[src/rtl/vga_timing_pkg.sv]
// 640x480@60 timing defaults, field widths and addr layout shared by the scanner files.
// Pure constants and a helper; no logic, no latency, no flow control.
package vga_timing_pkg;

  localparam int DEF_CLK_DIV  = 2;
  localparam int DEF_H_ACTIVE = 640;
  localparam int DEF_H_FP     = 16;
  localparam int DEF_H_SYNC   = 96;
  localparam int DEF_H_BP     = 48;
  localparam int DEF_V_ACTIVE = 480;
  localparam int DEF_V_FP     = 10;
  localparam int DEF_V_SYNC   = 2;
  localparam int DEF_V_BP     = 33;

  localparam int COLOR_W = 3;
  localparam int CNT_W   = 10;
  localparam int ADDR_W  = 20;
  localparam int X_LSB   = 9;
  localparam int Y_LSB   = 0;
  localparam int Y_W     = X_LSB - Y_LSB;

  function automatic int span_total(input int active, input int fp, input int sync, input int bp);
    return active + fp + sync + bp;
  endfunction

  localparam int DEF_H_TOTAL = span_total(DEF_H_ACTIVE, DEF_H_FP, DEF_H_SYNC, DEF_H_BP);
  localparam int DEF_V_TOTAL = span_total(DEF_V_ACTIVE, DEF_V_FP, DEF_V_SYNC, DEF_V_BP);

endpackage

[src/rtl/vga_scanner_if.sv]
// Pixel-memory read port plus DAC/sync outputs of the scanner.
// Master = scanner (drives addr and DAC side); slave = memory/board side.
interface vga_scanner_if;
  import vga_timing_pkg::*;

  logic [ADDR_W-1:0]  addr;
  logic [COLOR_W-1:0] ired;
  logic [COLOR_W-1:0] igreen;
  logic [COLOR_W-1:0] iblue;
  logic [COLOR_W-1:0] ored;
  logic [COLOR_W-1:0] ogreen;
  logic [COLOR_W-1:0] oblue;
  logic               hs;
  logic               vs;
  logic               frame_start;

  modport master (
    output addr, ored, ogreen, oblue, hs, vs, frame_start,
    input  ired, igreen, iblue
  );

  modport slave (
    input  addr, ored, ogreen, oblue, hs, vs, frame_start,
    output ired, igreen, iblue
  );

endinterface

[src/rtl/vga_pixel_counter.sv]
// Pixel-rate divider and h/v raster counters; active and frame_wrap decode same-cycle.
// Free-running, no backpressure.
module vga_pixel_counter
  import vga_timing_pkg::*;
#(
  parameter int CLK_DIV  = DEF_CLK_DIV,
  parameter int H_ACTIVE = DEF_H_ACTIVE,
  parameter int V_ACTIVE = DEF_V_ACTIVE,
  parameter int H_TOTAL  = DEF_H_TOTAL,
  parameter int V_TOTAL  = DEF_V_TOTAL
) (
  input  logic             clk,
  input  logic             rst,
  output logic             pe,
  output logic [CNT_W-1:0] h_cnt,
  output logic [CNT_W-1:0] v_cnt,
  output logic             active,
  output logic             frame_wrap
);

  localparam logic [CNT_W-1:0] H_LAST = CNT_W'(H_TOTAL - 1);
  localparam logic [CNT_W-1:0] V_LAST = CNT_W'(V_TOTAL - 1);
  localparam logic [CNT_W-1:0] H_ACT  = CNT_W'(H_ACTIVE);
  localparam logic [CNT_W-1:0] V_ACT  = CNT_W'(V_ACTIVE);

  logic line_end;

  generate
    if (CLK_DIV == 1) begin : g_nodiv
      assign pe = 1'b1;
    end else begin : g_div
      localparam int DW = $clog2(CLK_DIV);
      localparam logic [DW-1:0] DIV_LAST = DW'(CLK_DIV - 1);
      logic [DW-1:0] div_cnt;

      always_ff @(posedge clk or negedge rst) begin
        if (!rst) begin
          div_cnt <= '0;
        end else if (div_cnt == DIV_LAST) begin
          div_cnt <= '0;
        end else begin
          div_cnt <= div_cnt + 1'b1;
        end
      end

      assign pe = (div_cnt == DIV_LAST);
    end
  endgenerate

  assign line_end = (h_cnt == H_LAST);

  always_ff @(posedge clk or negedge rst) begin
    if (!rst) begin
      h_cnt <= '0;
      v_cnt <= '0;
    end else if (pe) begin
      if (line_end) begin
        h_cnt <= '0;
        v_cnt <= (v_cnt == V_LAST) ? '0 : v_cnt + 1'b1;
      end else begin
        h_cnt <= h_cnt + 1'b1;
      end
    end
  end

  assign active     = (h_cnt < H_ACT) && (v_cnt < V_ACT);
  assign frame_wrap = pe && line_end && (v_cnt == V_LAST);

endmodule

[src/rtl/vga_scanner.sv]
// VGA raster scanner: addr decoded from counters, colour/hs/vs registered one pixel later
// on pe; free-running, no backpressure. VGA_SCANNER_BORDER_EN forces a white frame border.
module vga_scanner
  import vga_timing_pkg::*;
#(
  parameter int CLK_DIV  = DEF_CLK_DIV,
  parameter int H_ACTIVE = DEF_H_ACTIVE,
  parameter int H_FP     = DEF_H_FP,
  parameter int H_SYNC   = DEF_H_SYNC,
  parameter int H_BP     = DEF_H_BP,
  parameter int V_ACTIVE = DEF_V_ACTIVE,
  parameter int V_FP     = DEF_V_FP,
  parameter int V_SYNC   = DEF_V_SYNC,
  parameter int V_BP     = DEF_V_BP
) (
  input  logic          clk,
  input  logic          rst,
  vga_scanner_if.master bus
);

  localparam int H_TOTAL = span_total(H_ACTIVE, H_FP, H_SYNC, H_BP);
  localparam int V_TOTAL = span_total(V_ACTIVE, V_FP, V_SYNC, V_BP);

  localparam logic [CNT_W-1:0] HS_START = CNT_W'(H_ACTIVE + H_FP);
  localparam logic [CNT_W-1:0] HS_END   = CNT_W'(H_ACTIVE + H_FP + H_SYNC);
  localparam logic [CNT_W-1:0] VS_START = CNT_W'(V_ACTIVE + V_FP);
  localparam logic [CNT_W-1:0] VS_END   = CNT_W'(V_ACTIVE + V_FP + V_SYNC);

  logic                   pe;
  logic [CNT_W-1:0]       h_cnt;
  logic [CNT_W-1:0]       v_cnt;
  logic                   active;
  logic                   frame_wrap;
  logic                   border;
  logic [ADDR_W-1:0]      addr_d;
  logic [3*COLOR_W-1:0]   pix_d;
  logic [3*COLOR_W-1:0]   pix_q;
  logic                   hs_q;
  logic                   vs_q;

  vga_pixel_counter #(
    .CLK_DIV  (CLK_DIV),
    .H_ACTIVE (H_ACTIVE),
    .V_ACTIVE (V_ACTIVE),
    .H_TOTAL  (H_TOTAL),
    .V_TOTAL  (V_TOTAL)
  ) u_cnt (
    .clk        (clk),
    .rst        (rst),
    .pe         (pe),
    .h_cnt      (h_cnt),
    .v_cnt      (v_cnt),
    .active     (active),
    .frame_wrap (frame_wrap)
  );

`ifdef VGA_SCANNER_BORDER_EN
  assign border = (h_cnt == '0) || (h_cnt == CNT_W'(H_ACTIVE - 1)) ||
                  (v_cnt == '0) || (v_cnt == CNT_W'(V_ACTIVE - 1));
`else
  assign border = 1'b0;
`endif

  // Blanked pixels read as address 0 so the memory never sees out-of-range coordinates.
  always_comb begin
    addr_d = '0;
    pix_d  = '0;
    if (active) begin
      addr_d[X_LSB +: CNT_W] = h_cnt;
      addr_d[Y_LSB +: Y_W]   = v_cnt[Y_W-1:0];
      pix_d = border ? '1 : {bus.ired, bus.igreen, bus.iblue};
    end
  end

  always_ff @(posedge clk or negedge rst) begin
    if (!rst) begin
      pix_q <= '0;
      hs_q  <= 1'b1;
      vs_q  <= 1'b1;
    end else if (pe) begin
      pix_q <= pix_d;
      hs_q  <= ~((h_cnt >= HS_START) && (h_cnt < HS_END));
      vs_q  <= ~((v_cnt >= VS_START) && (v_cnt < VS_END));
    end
  end

  assign bus.addr        = addr_d;
  assign bus.ored        = pix_q[3*COLOR_W-1 -: COLOR_W];
  assign bus.ogreen      = pix_q[2*COLOR_W-1 -: COLOR_W];
  assign bus.oblue       = pix_q[COLOR_W-1:0];
  assign bus.hs          = hs_q;
  assign bus.vs          = vs_q;
  assign bus.frame_start = frame_wrap;

endmodule

[src/flat_wrapper.sv]
// flat-port wrapper written by rule: the top's interface ports become plain ports
module vga_scanner_flat import vga_timing_pkg::*;
#(
  parameter int CLK_DIV  = DEF_CLK_DIV,
  parameter int H_ACTIVE = DEF_H_ACTIVE,
  parameter int H_FP     = DEF_H_FP,
  parameter int H_SYNC   = DEF_H_SYNC,
  parameter int H_BP     = DEF_H_BP,
  parameter int V_ACTIVE = DEF_V_ACTIVE,
  parameter int V_FP     = DEF_V_FP,
  parameter int V_SYNC   = DEF_V_SYNC,
  parameter int V_BP     = DEF_V_BP
)
  (clk, rst, bus_addr, bus_ored, bus_ogreen, bus_oblue, bus_hs, bus_vs, bus_frame_start, bus_ired, bus_igreen, bus_iblue);
  vga_scanner_if bus_i ();
  input  logic clk;
  input  logic rst;
  output wire logic [$bits(bus_i.addr)-1:0] bus_addr;
  output wire logic [$bits(bus_i.ored)-1:0] bus_ored;
  output wire logic [$bits(bus_i.ogreen)-1:0] bus_ogreen;
  output wire logic [$bits(bus_i.oblue)-1:0] bus_oblue;
  output wire logic [$bits(bus_i.hs)-1:0] bus_hs;
  output wire logic [$bits(bus_i.vs)-1:0] bus_vs;
  output wire logic [$bits(bus_i.frame_start)-1:0] bus_frame_start;
  input wire logic [$bits(bus_i.ired)-1:0] bus_ired;
  input wire logic [$bits(bus_i.igreen)-1:0] bus_igreen;
  input wire logic [$bits(bus_i.iblue)-1:0] bus_iblue;
  assign bus_addr = bus_i.addr;
  assign bus_ored = bus_i.ored;
  assign bus_ogreen = bus_i.ogreen;
  assign bus_oblue = bus_i.oblue;
  assign bus_hs = bus_i.hs;
  assign bus_vs = bus_i.vs;
  assign bus_frame_start = bus_i.frame_start;
  assign bus_i.ired = bus_ired;
  assign bus_i.igreen = bus_igreen;
  assign bus_i.iblue = bus_iblue;
  vga_scanner #(.CLK_DIV(CLK_DIV), .H_ACTIVE(H_ACTIVE), .H_FP(H_FP), .H_SYNC(H_SYNC), .H_BP(H_BP), .V_ACTIVE(V_ACTIVE), .V_FP(V_FP), .V_SYNC(V_SYNC), .V_BP(V_BP)) u_core (.clk(clk), .rst(rst), .bus(bus_i));
endmodule
[config.mk]
export PLATFORM = sky130hd
export DESIGN_NAME = vga_scanner_flat
export DESIGN_NICKNAME = d
export VERILOG_FILES = /design/src/rtl/vga_timing_pkg.sv /design/src/rtl/vga_scanner_if.sv /design/src/rtl/vga_pixel_counter.sv /design/src/rtl/vga_scanner.sv /design/src/flat_wrapper.sv
export SDC_FILE = /design/constraint.sdc
export NUM_CORES = 1
export LEC_CHECK = 0
export ABC_CLOCK_PERIOD_IN_PS = 3030
export BUFFER_PORTS_ARGS = -buffer_cell sky130_fd_sc_hd__buf_4
export CAP_MARGIN = 20
export CORE_UTILIZATION = 45
export CTS_BUF_LIST = sky130_fd_sc_hd__clkbuf_4 sky130_fd_sc_hd__clkbuf_8 sky130_fd_sc_hd__clkbuf_16
export CTS_CLUSTER_SIZE = 12
export DETAILED_ROUTE_END_ITERATION = 6
export GPL_TIMING_DRIVEN = 0
export PLACE_DENSITY = 0.69
export SLEW_MARGIN = 20
export SYNTH_ARGS = -nofsm -noshare
export SYNTH_HDL_FRONTEND = slang
export SYNTH_SLANG_ARGS = --single-unit
[constraint.sdc]
create_clock -name clk -period 3.03 [get_ports clk]
set_input_delay 0.606 -clock clk [delete_from_list [all_inputs] [get_ports clk]]
set_output_delay 0.606 -clock clk [all_outputs]
set_load 0.005 [all_outputs]
Yosys cells after proc, flatten, opt, wreduce, memory -nomap -nowiden
Index checks and enable logic that the tools add are counted.

operators by class
  $add $sub $neg = 3
  $lt $le $gt $ge = 6
  equal/unequal tests = 2
  mux-type cells = 5
  bitwise operators = 2
  reductions and logical operators = 6

operator list
  operator                                                            count
  adder 10 x 1 -> 10 bit, second input constant                       2
  equality test 10 bit, second input constant                         2
  < comparator 10 bit, second input constant                          2
  < comparator 10 x 9 -> 1 bit, second input constant                 2
  two-way mux 10 bit                                                  2
  two-way mux 19 bit                                                  1
  greater-or-equal comparator 10 bit, second input constant           1
  greater-or-equal comparator 10 x 9 -> 1 bit, second input constant  1
  two-way mux 9 bit                                                   1
  logical AND 1 bit                                                   5
  NOT 1 bit                                                           2
  AND reduction 2 bit                                                 1
  adder 1 bit, second input constant                                  1
  two-way mux 1 bit                                                   1

word-level totals
  flip-flop bits (word level) = 32
  input port bits = 11

Longest topological paths before layout
Gate-level depths: netlist of the first run.

  depth after elaboration = 3
  gate-level depth with buffers = 6
  mapped depth without buffers = 6

Modules after synthesis
From an unflattened synthesis of the first run, not the netlist that was laid out.

unflattened totals
  cells, all modules = 188
  area total of the unflattened synthesis = 1760.4 um2

by module, submodules not included
  module             instances  cells each  area each (um2)  seq. area each (um2)
  vga_pixel_counter  1          116         1134.8           525.5
  vga_scanner        1          72          625.6            277.8

Worst setup path before layout of the first run
No wires, ideal clock.

  kind = register to output
  start point = register u_core.u_cnt.v_cnt[5]
  end point = output port bus_addr[17]
  arrival time = 1363 ps
  data required time = 2424 ps
  slack = 1061 ps
  cell stages (with the launch flop) = 6
  buffers on the path = 2
  path through = dfrtp_1 nand4_1 and3b_1 clkbuf_1 clkbuf_1 and2_1

on the way
  cells in the longest elaborated chain, start to end = 3

RTL lines
  what                          RTL line                 text
  start: declaration            vga_pixel_counter.sv:16  output logic [CNT_W-1:0] v_cnt,
  start signal: assignment      vga_pixel_counter.sv:59  v_cnt <= (v_cnt == V_LAST) ? '0 : v_cnt + 1'b1;
  < comparator 10 x 9 -> 1 bit  vga_pixel_counter.sv:66  assign active = (h_cnt < H_ACT) && (v_cnt < V_ACT);
  logical AND 1 bit             vga_pixel_counter.sv:66
  two-way mux 19 bit            vga_scanner.sv:68        if (active) begin
  end: declaration              flat_wrapper.sv:18       output wire logic [$bits(bus_i.addr)-1:0] bus_addr;

Every way passes these cells.

Worst setup path in the final report of the first run
Ends and elaborated chain as after synthesis.

==> results of run 1 <==
==> power breakdown <==
group          switching (mW)  internal [mW]
logic                  0.0167         0.0193
registers             0.00361          0.433
clock network           0.157          0.181
==> through the flow <==
step	utilization	hold slack [ps]	power, mW	area, um^2	instances
floorplan	-	310.4	0.4524	1702	183
global placement	0.5960	482.2	0.4802	2067	270
detailed placement	0.5960	495.5	0.4817	2067	270
CTS	0.6227	263.3	0.8186	2160	278
global route	0.6227	268.8	0.8447	2160	278
finish	0.6227	247.2	0.8113	2160	278
==> per-layer routing <==
metal  GRT usage  up-vias
li1            -      710
met1      0.2494      675
met2      0.3191       45
met3     0.06159        6
met4     0.07386        0
met5           0        -
==> final cells by class <==
type                    count  area share
flip-flops and latches     32      0.3720
multi-input cells         126      0.3685
repair buffers             41      0.1425
clock buffers               6     0.03824
well taps                  46     0.02665
inverters                  15     0.02607
plain buffers              10     0.02144
clock inverters             2    0.004635
==> worst max-delay path, delay by kind of cell, from the launching register on <==
kind / cells / cell delay, ps
buffers and inverters: 3 / 820
and+or+nand+nor: 3 / 570
DFF: 1 / 450
==> synth_stat cells (2+ instances only) <==
| cell type | count |
|---|---|
| nand2_1 | 8 |
| nand3_1 | 20 |
| buf_4 | 2 |
| dfstp_2 | 2 |
| dfrtp_1 | 30 |
| clkbuf_1 | 6 |
| and3_1 | 2 |
| and2_1 | 19 |
| o21ai_0 | 15 |
| a21oi_1 | 3 |
| inv_1 | 15 |
| ha_1 | 4 |
| nor2_1 | 13 |
| xor2_1 | 5 |
| xnor2_1 | 8 |
| nor4_1 | 2 |
| and4_1 | 3 |
| nor3_1 | 3 |
| nand4_1 | 7 |
==> worst min-delay path by stage <==
stage,slack [ps],from,cells past startpoint,to
after floorplan,310,rst,0,u_core.pix_q[0]
after global placement,480,u_core.bus.vs,2,u_core.bus.vs
after detailed placement,500,u_core.bus.hs,2,u_core.bus.hs
after CTS,260,rst,1,u_core.pix_q[2]
after global routing,270,rst,1,u_core.u_cnt.v_cnt[8]
final,250,rst,1,u_core.u_cnt.v_cnt[1]
==> kinds of logic (layout without fill, tap and decap cells) <==
family / after synthesis / in the layout / synth area share
AO/OA/AOI/OAI: 21 / 21 / 0.06544
XOR/XNOR: 13 / 13 / 0.06691
adder cells (fa/ha/maj): 4 / 4 / 0.02941
buffers and inverters: 25 / 74 / 0.06028
flip-flops: 32 / 32 / 0.4721
other: 1 / 1 / 0.002204
AND/OR/NAND/NOR: 87 / 87 / 0.3037
==> state kept, by name, indices dropped and copies added, names as in the netlist <==
signal              count
u_core.u_cnt.pe         1
u_core.u_cnt.v_cnt     10
u_core.pix_q            9
u_core.bus.hs           1
u_core.u_cnt.h_cnt     10
u_core.bus.vs           1
==> reports/qor.csv, run 1 <==
metric,value,unit
status,"finished, final reports clean",
DR pass1 iterations,4,
pwr/cell area,375.7,mW/mm^2
I/O Pins,43,
share of layout cells above drive strength 1,0.2586,
Yosys warning count,0,
pin count of the biggest net entering global routing,33,
DRC viols,0,
Root Driver,clkbuf_8,
Port-buffer cells,41,
vias in the first global route,1368,
gr usage total,0.1989,
post-DR wirelength/cell,13.28,um
Post-Synthesis Cell Area,0.001702,mm^2
VDD IR max,0.3708,mV
Starting Density,0.4906,
depth of the worst register-to-register path,5,
met3 wire length,207,um
H-tree depth,2,
clock buffer count from CTS,5,
"commonest cells after routing, fill and taps aside","buf_4, dfrtp_1, nand3_1, and2_1",
period utilization,0.9043,
worst slack at placement,627.8,ps
Crit Path Class,flip-flop to primary output,
setup ws final,289.9,ps
"commonest non-fill, non-tap cell in the layout",buf_4,
top area cells in the synthesized netlist,"dfrtp_1, and2_1, nand3_1",
Final nets,246,
Async SR Flop Fraction,1.000,
Die Area,0.004032,mm^2
Final Max Slew Viols,0,
"Req. time, crit path",2420,ps
via/cell ratio,5.165,
Worst Skew,7.179,ps
reg-to-reg endpoint,u_core.u_cnt.v_cnt[9],
CP peak stage delay,450,ps
initial antenna violation count,0,
reg-to-reg startpoint,u_core.u_cnt.h_cnt[0],
Sequential cell area,803.3,um^2
Worst path most repeated cell,clkbuf_1,
critical-path cell list,nand4_1 > and3b_1 > clkbuf_1 > clkbuf_1 > and2_1 > buf_4,
syn nets,198,
antenna cells,0,
first-pass GRT wire length,6.189,mm
"CTS clk-pin slew, worst paths",70,ps
final hold vios,0,
Final Setup Violations,0,
core footprint,0.003468,mm^2
Die Wd,63.50,um
Rows,21,
gpl congestion,0.8225,
"Seq/Total Area, Yosys",0.4721,
number of synthesized flops with an enable pin,0,
worst-case clock buffer depth,2,
RSZ-0062 raised after global routing,false,
max-cap violation count,0,
Met2 Wirelength,1.746,mm
syn avg cell area,9.299,um^2
number of gates resized after CTS,0,
Post-CTS Setup Inserts,0,
Slowest cell on crit path,dfrtp_1,
Worst Path Max Fanout,10,
final wirelength,3.692,mm
"Distinct cells, synth",35,
top cell type's share of synthesized area,0.4412,
die outline height,63.50,um
CTS tree,built,
max layer used,met4,
CP Launch Type,flip-flop,
Metal-1 WL,1.684,mm
Fin Setup TNS,0,ps
clk sinks,32,
start point of the critical path,u_core.u_cnt.v_cnt[5],
Worst Setup EP,bus_addr[17],
drt initial violations,67,
fin crit period,2740,ps
CP endpoint kind,primary output,
routed vias,1436,
Detailed Place HPWL,2.694,mm
GRT overflow,0,
top_reg_cell synth,dfrtp_1,
Pleak,1.060,nW
footprint of the multi-input gates,795.8,um^2
Hold Crit Class,input pin to asynchronous set/reset pin,
register bit count reported by yosys,32,
number of nets still failing antenna checks after routing,0,
# fillers,308,
cell taking the most area after synthesis,dfrtp_1,
Reg2Reg Setup Slack,1170,ps
Max Clock Freq,0.3650,GHz
gate count of the mapped netlist,183,
Area growth syn-to-layout,26.91,%
WP data arrival,2130,ps
clock latency on the worst-skew pair,280,ps
CTS hold repair buffers,0,
Power figures use the tool's default switching activity.
==> inputs of run 2 (changes only) <==
--- a/config.mk
+++ b/config.mk
@@ -8,6 +8,7 @@
 export ABC_CLOCK_PERIOD_IN_PS = 3030
 export BUFFER_PORTS_ARGS = -buffer_cell sky130_fd_sc_hd__buf_4
 export CAP_MARGIN = 20
+export CORE_ASPECT_RATIO = 0.8
 export CORE_UTILIZATION = 45
 export CTS_BUF_LIST = sky130_fd_sc_hd__clkbuf_4 sky130_fd_sc_hd__clkbuf_8 sky130_fd_sc_hd__clkbuf_16
 export CTS_CLUSTER_SIZE = 12
==> run 2 against run 1 <==
Via count grew 3.2%; maximum frequency rose by 2.4%; final area barely moved; the flow now finishes with violations (DRC); worst setup slack improved by 64 ps; total power increased by 2.2%; global-route usage up 1.0 points; die area barely moved; sequential cell count did not move; cell count shrank 1.8%; sequential power barely moved; sequential share of layout area about the same; worst hold slack improved by 1.6 ps; highest routed layer unchanged.
==> reports/qor.csv, run 2 (synthesized netlist as in run 1, its figures left out) <==
metric,value,unit,change
DRC viols,8,,+8
Worst Path Max Fanout,10,,unchanged
Sw Ratio,0.2105,,-0.008346
post-route cell area,0.002158,mm^2,about the same
Slowest cell on crit path,dfrtp_1,,
post-DR wirelength/cell,14.14,um,+6.5%
die outline height,57,um,-10%
final wirelength,3.861,mm,+4.6%
pin count of the biggest net entering global routing,33,,unchanged
CP Launch Type,flip-flop,,
antenna cells,0,,unchanged
sequential power share,0.526,,-0.013
status,"complete, but fails checks",,
failing checks,DRC,,
Worst path most repeated cell,clkbuf_1,,
critical-path cell list,nand4_1 > and3b_1 > clkbuf_1 > clkbuf_1 > and2_1 > buf_4,,
core footprint,0.003518,mm^2,+1.4%
gpl congestion,0.8639,,+5.0%
GRT overflow,0,,unchanged
fin crit period,2676,ps,-63.83 ps
Worst Skew,8.622,ps,+1.443 ps
final hold vios,0,,unchanged
Hold Crit Class,input pin to asynchronous set/reset pin,,
depth of the worst register-to-register path,5,,unchanged
clock buffer count from CTS,5,,unchanged
pwr/cell area,384.3,mW/mm^2,+2.3%
Fin Setup TNS,0,ps,unchanged
max-cap violation count,0,,unchanged
# fillers,297,,-3.6%
I/O Pins,43,,unchanged
clock share of power,0.431,,+0.014
reg-to-reg endpoint,u_core.u_cnt.v_cnt[9],,
Die Wd,70.75,um,+11%
worst-case clock buffer depth,2,,unchanged
share of layout cells above drive strength 1,0.2554,,-0.003209
"Req. time, crit path",2420,ps,about the same
routed vias,1482,,+3.2%
CP endpoint kind,primary output,,
Crit Path Class,flip-flop to primary output,,
Final Max Slew Viols,0,,unchanged
number of nets still failing antenna checks after routing,0,,unchanged
biggest regs,"u_core.u_cnt.h_cnt (10), u_core.u_cnt.v_cnt (10), u_core.pix_q (9)",,
WP data arrival,2070,ps,-60 ps
vias in the first global route,1366,,-0.15%
period utilization,0.8833,,-0.02107
reg-to-reg startpoint,u_core.u_cnt.h_cnt[0],,
clock latency on the worst-skew pair,290,ps,about the same
drt initial violations,110,,+64%
NetSw,0.1746,mW,-1.7%
Rows,19,,-9.5%
CP peak stage delay,460,ps,about the same
clk sinks,32,,unchanged
Internal,0.6550,mW,+3.3%
Post-CTS Setup Inserts,0,,unchanged
Detailed Place HPWL,2.746,mm,+1.9%
"commonest cells after routing, fill and taps aside","buf_4, dfrtp_1, nand3_1, and2_1",,
"commonest non-fill, non-tap cell in the layout",buf_4,,
Finished Layout Cells,273,,-1.8%
CTS hold repair buffers,0,,unchanged
RSZ-0062 raised after global routing,false,,
Final nets,246,,unchanged
"CTS clk-pin slew, worst paths",70,ps,about the same
Comb pwr share,0.043,,about the same
VDD IR max,0.2861,mV,-23%
via/cell ratio,5.429,,+5.1%
Pleak,1.059,nW,about the same
initial antenna violation count,0,,unchanged
Max Clock Freq,0.3737,GHz,+2.4%
placed insts,266,,-1.5%
CTS tree,built,,
Die Area,0.004033,mm^2,about the same
Final Setup Violations,0,,unchanged
Port-buffer cells,41,,unchanged
H-tree depth,2,,unchanged
Area growth syn-to-layout,26.84,%,about the same
dpl cell area,0.002062,mm^2,-0.24%
Reg2Reg Setup Slack,1090,ps,-80 ps
number of gates resized after CTS,0,,unchanged
DR pass1 iterations,6,,+2
Root Driver,clkbuf_8,,
Starting Density,0.4836,,-0.006979
first-pass GRT wire length,6.492,mm,+4.9%
gr usage total,0.2091,,+0.01017
[run 2: cell types whose count changed in the layout (fill, tap and decap cells not counted), sizes merged]
cell,previous run,this run
clkinv,2,0
clkbuf,12,13
[run 2: per-stage QoR]
| step | util | hold WS, ps | power, mW | setup slack, ps |
|---|---|---|---|---|
| after floorplan | - | 310.4 | 0.4524 | 1061 |
| after CTS | 0.6134 | 263.7 | 0.8383 | 317.8 |
| after detailed placement | 0.5861 | 484.2 | 0.4814 | 651.5 |
| final | 0.6134 | 248.8 | 0.8295 | 353.7 |
| after global placement | 0.5861 | 476.8 | 0.4804 | 684.6 |
| after global routing | 0.6134 | 275.2 | 0.8672 | 145.7 |
[run 2: per-layer routing]
metal	GRT usage	wire length (um)	up-vias
li1	-	-	712
met1	0.2752	1696	716
met2	0.3255	1854	49
met3	0.06007	279	5
met4	0.09143	31	0
met5	0	0	-
[run 2: worst max-delay path by stage]
stage,slack [ps],depth (start not counted),start,end
after floorplan,1060,5,u_core.u_cnt.v_cnt[5],bus_addr[17]
after global placement,680,6,u_core.u_cnt.h_cnt[7],bus_addr[17]
after CTS,320,6,u_core.u_cnt.v_cnt[5],bus_addr[17]
final,350,6,u_core.u_cnt.v_cnt[5],bus_addr[17]
after detailed placement,650,6,u_core.u_cnt.h_cnt[7],bus_addr[17]
after global routing,150,6,u_core.u_cnt.h_cnt[7],bus_addr[16]
[run 2: critical path: cells and delay by family, from the launching register on]
kind | cells | cell delay [ps]
simple gates | 3 | 550
flops | 1 | 460
buf+inv | 3 | 770
[run 2: power groups by stage]
stage	clock network, mW	logic [mW]	registers, mW
finish	0.357	0.0359	0.437
global placement	0	0.0361	0.444
CTS	0.365	0.0372	0.437
floorplan	0	0.00733	0.445
global route	0.389	0.0412	0.437
detailed placement	0	0.0370	0.444
[run 2: final cells by class]
| type | instances | area [um^2] | share of cell area |
|---|---|---|---|
| well taps | 42 | 52.55 | 0.02435 |
| inverters | 15 | 56.30 | 0.02609 |
| plain buffers | 10 | 46.29 | 0.02145 |
| repair buffers | 41 | 307.8 | 0.1426 |
| multi-input cells | 126 | 795.8 | 0.3687 |
| flip-flops and latches | 32 | 803.3 | 0.3722 |
| clock buffers | 7 | 96.34 | 0.04464 |
==> inputs of run 3 (changes only) <==
--- a/config.mk
+++ b/config.mk
@@ -14,7 +14,8 @@
 export CTS_CLUSTER_SIZE = 12
 export DETAILED_ROUTE_END_ITERATION = 6
 export GPL_TIMING_DRIVEN = 0
-export PLACE_DENSITY = 0.69
+export PLACE_DENSITY = 0.71
+export SETUP_SLACK_MARGIN = 0.2
 export SLEW_MARGIN = 20
 export SYNTH_ARGS = -nofsm -noshare
 export SYNTH_HDL_FRONTEND = slang
==> run 3 against run 2 <==
The run still ends with DRC left; largest cell class unchanged; critical path depth stayed put; sequential share of layout area about the same; via count fell by 4.6%; total power is 2.0% lower.
==> reports/qor.csv, run 3 (synthesized netlist as in run 1, its figures left out) <==
metric,value,unit,change
reg-to-reg startpoint,u_core.u_cnt.h_cnt[7],,
first-pass GRT wire length,6.113,mm,-5.8%
core footprint,0.003518,mm^2,unchanged
Die Wd,70.75,um,unchanged
initial antenna violation count,0,,unchanged
post-DR wirelength/cell,13.15,um,-7.0%
final wirelength,3.604,mm,-6.7%
clk sinks,32,,unchanged
Port-buffer cells,41,,unchanged
"Req. time, crit path",2420,ps,about the same
WP data arrival,1960,ps,-110 ps
Worst Skew,4.790,ps,-3.832 ps
depth of the worst register-to-register path,4,,-1
gr usage total,0.1938,,-0.01532
final hold vios,0,,unchanged
Detailed Place HPWL,2.581,mm,-6.0%
placed insts,266,,unchanged
routed vias,1414,,-4.6%
fin crit period,2563,ps,-113.6 ps
Pleak,1.065,nW,+0.53%
max-cap violation count,0,,unchanged
Die Area,0.004033,mm^2,unchanged
"commonest non-fill, non-tap cell in the layout",buf_4,,
Hold Crit Class,input pin to asynchronous set/reset pin,,
CTS hold repair buffers,0,,unchanged
CP Launch Type,flip-flop,,
clock latency on the worst-skew pair,280,ps,about the same
number of nets still failing antenna checks after routing,0,,unchanged
clock buffer count from CTS,5,,unchanged
Final Max Slew Viols,0,,unchanged
Rows,19,,unchanged
clock share of power,0.419,,-0.012
Sw Ratio,0.2205,,+0.01009
DR pass1 iterations,7,,+1
Starting Density,0.4836,,unchanged
worst-case clock buffer depth,2,,unchanged
Fin Setup TNS,0,ps,unchanged
VDD IR max,0.2479,mV,-13%
RSZ-0062 raised after global routing,false,,
Max Clock Freq,0.3902,GHz,+4.4%
status,"complete, but fails checks",,
Final nets,246,,unchanged
Crit Path Class,flip-flop to primary output,,
I/O Pins,43,,unchanged
DRC viols,6,,-2
vias in the first global route,1249,,-8.6%
antenna cells,0,,unchanged
"CTS clk-pin slew, worst paths",70,ps,about the same
pwr/cell area,377.0,mW/mm^2,-1.9%
Area growth syn-to-layout,26.76,%,about the same
Reg2Reg Setup Slack,1160,ps,+70 ps
GRT overflow,0,,unchanged
share of layout cells above drive strength 1,0.2672,,+0.01183
Hold WS,253.3,ps,+4.484 ps
reg-to-reg endpoint,u_core.u_cnt.v_cnt[8],,
via/cell ratio,5.161,,-4.9%
Finished Layout Cells,274,,+0.37%
"commonest cells after routing, fill and taps aside","buf_4, dfrtp_1, nand3_1, and2_1",,
NetSw,0.1793,mW,+2.7%
Root Driver,clkbuf_8,,
number of gates resized after CTS,0,,unchanged
period utilization,0.8457,,-0.03751
# fillers,319,,+7.4%
drt initial violations,74,,-33%
pin count of the biggest net entering global routing,33,,unchanged
die outline height,57,um,unchanged
Internal,0.6338,mW,-3.2%
Final Setup Violations,0,,unchanged
CTS tree,built,,
gpl congestion,0.8240,,-4.6%
biggest regs,"u_core.u_cnt.h_cnt (10), u_core.u_cnt.v_cnt (10), u_core.pix_q (9)",,
CP endpoint kind,primary output,,
Worst Path Max Fanout,10,,unchanged
sequential power share,0.537,,+0.011
H-tree depth,2,,unchanged
Comb pwr share,0.044,,about the same
Post-CTS Setup Inserts,0,,unchanged
failing checks,DRC,,
## run 3: worst max path at each step
stage | start | end | cells after the start
2_1_floorplan | u_core.u_cnt.v_cnt[5] | bus_addr[17] | 5
3_3_place_gp | u_core.u_cnt.v_cnt[5] | bus_addr[17] | 6
3_5_place_dp | u_core.u_cnt.v_cnt[5] | bus_addr[16] | 6
4_1_cts | u_core.u_cnt.v_cnt[5] | bus_addr[16] | 6
5_1_grt | u_core.u_cnt.v_cnt[5] | bus_addr[16] | 6
6_report | u_core.u_cnt.v_cnt[5] | bus_addr[16] | 6
## run 3: power by group through the flow
stage	logic (mW)	clock network [mW]	registers, mW
finish	0.0359	0.341	0.436
global route	0.0412	0.365	0.437
CTS	0.0369	0.348	0.436
detailed placement	0.0368	0	0.445
global placement	0.0364	0	0.444
floorplan	0.00733	0	0.445
## run 3: worst max-delay path, cell delays in order, from the launching register on
cell and delay (ps):
dfrtp_1 460, nand4_1 180, and3b_1 170, clkbuf_1 310, clkbuf_2 280, and2_2 180, buf_4 100
## run 3: through the flow
step	total power, mW	setup slack [ps]	util	instance area [um^2]
2_1_floorplan	0.4524	1061	-	1702
3_3_place_gp	0.4807	636.7	0.5861	2062
3_5_place_dp	0.4813	649.5	0.5861	2062
4_1_cts	0.8211	341.5	0.6124	2155
5_1_grt	0.8433	282.6	0.6131	2157
6_report	0.8132	467.4	0.6131	2157
## run 3: layout make-up
class | count | area [um^2] | share of cell area
Buffer | 10 | 48.80 | 0.02262
Tap cell | 42 | 52.55 | 0.02436
Clock buffer | 6 | 82.58 | 0.03828
Multi-Input combinational cell | 126 | 795.8 | 0.3689
Inverter | 15 | 56.30 | 0.02610
Clock inverter | 2 | 10.01 | 0.004640
Sequential cell | 32 | 803.3 | 0.3724
Timing Repair Buffer | 41 | 307.8 | 0.1427
## run 3: metal layers
layer  global-route usage  vias up  routed length [um]
met4              0.04286        0                  13
met3              0.04240        2                 138
met5                    0        -                   0
li1                     -      718                   -
met1               0.2979      668                1868
met2               0.2802       26                1583
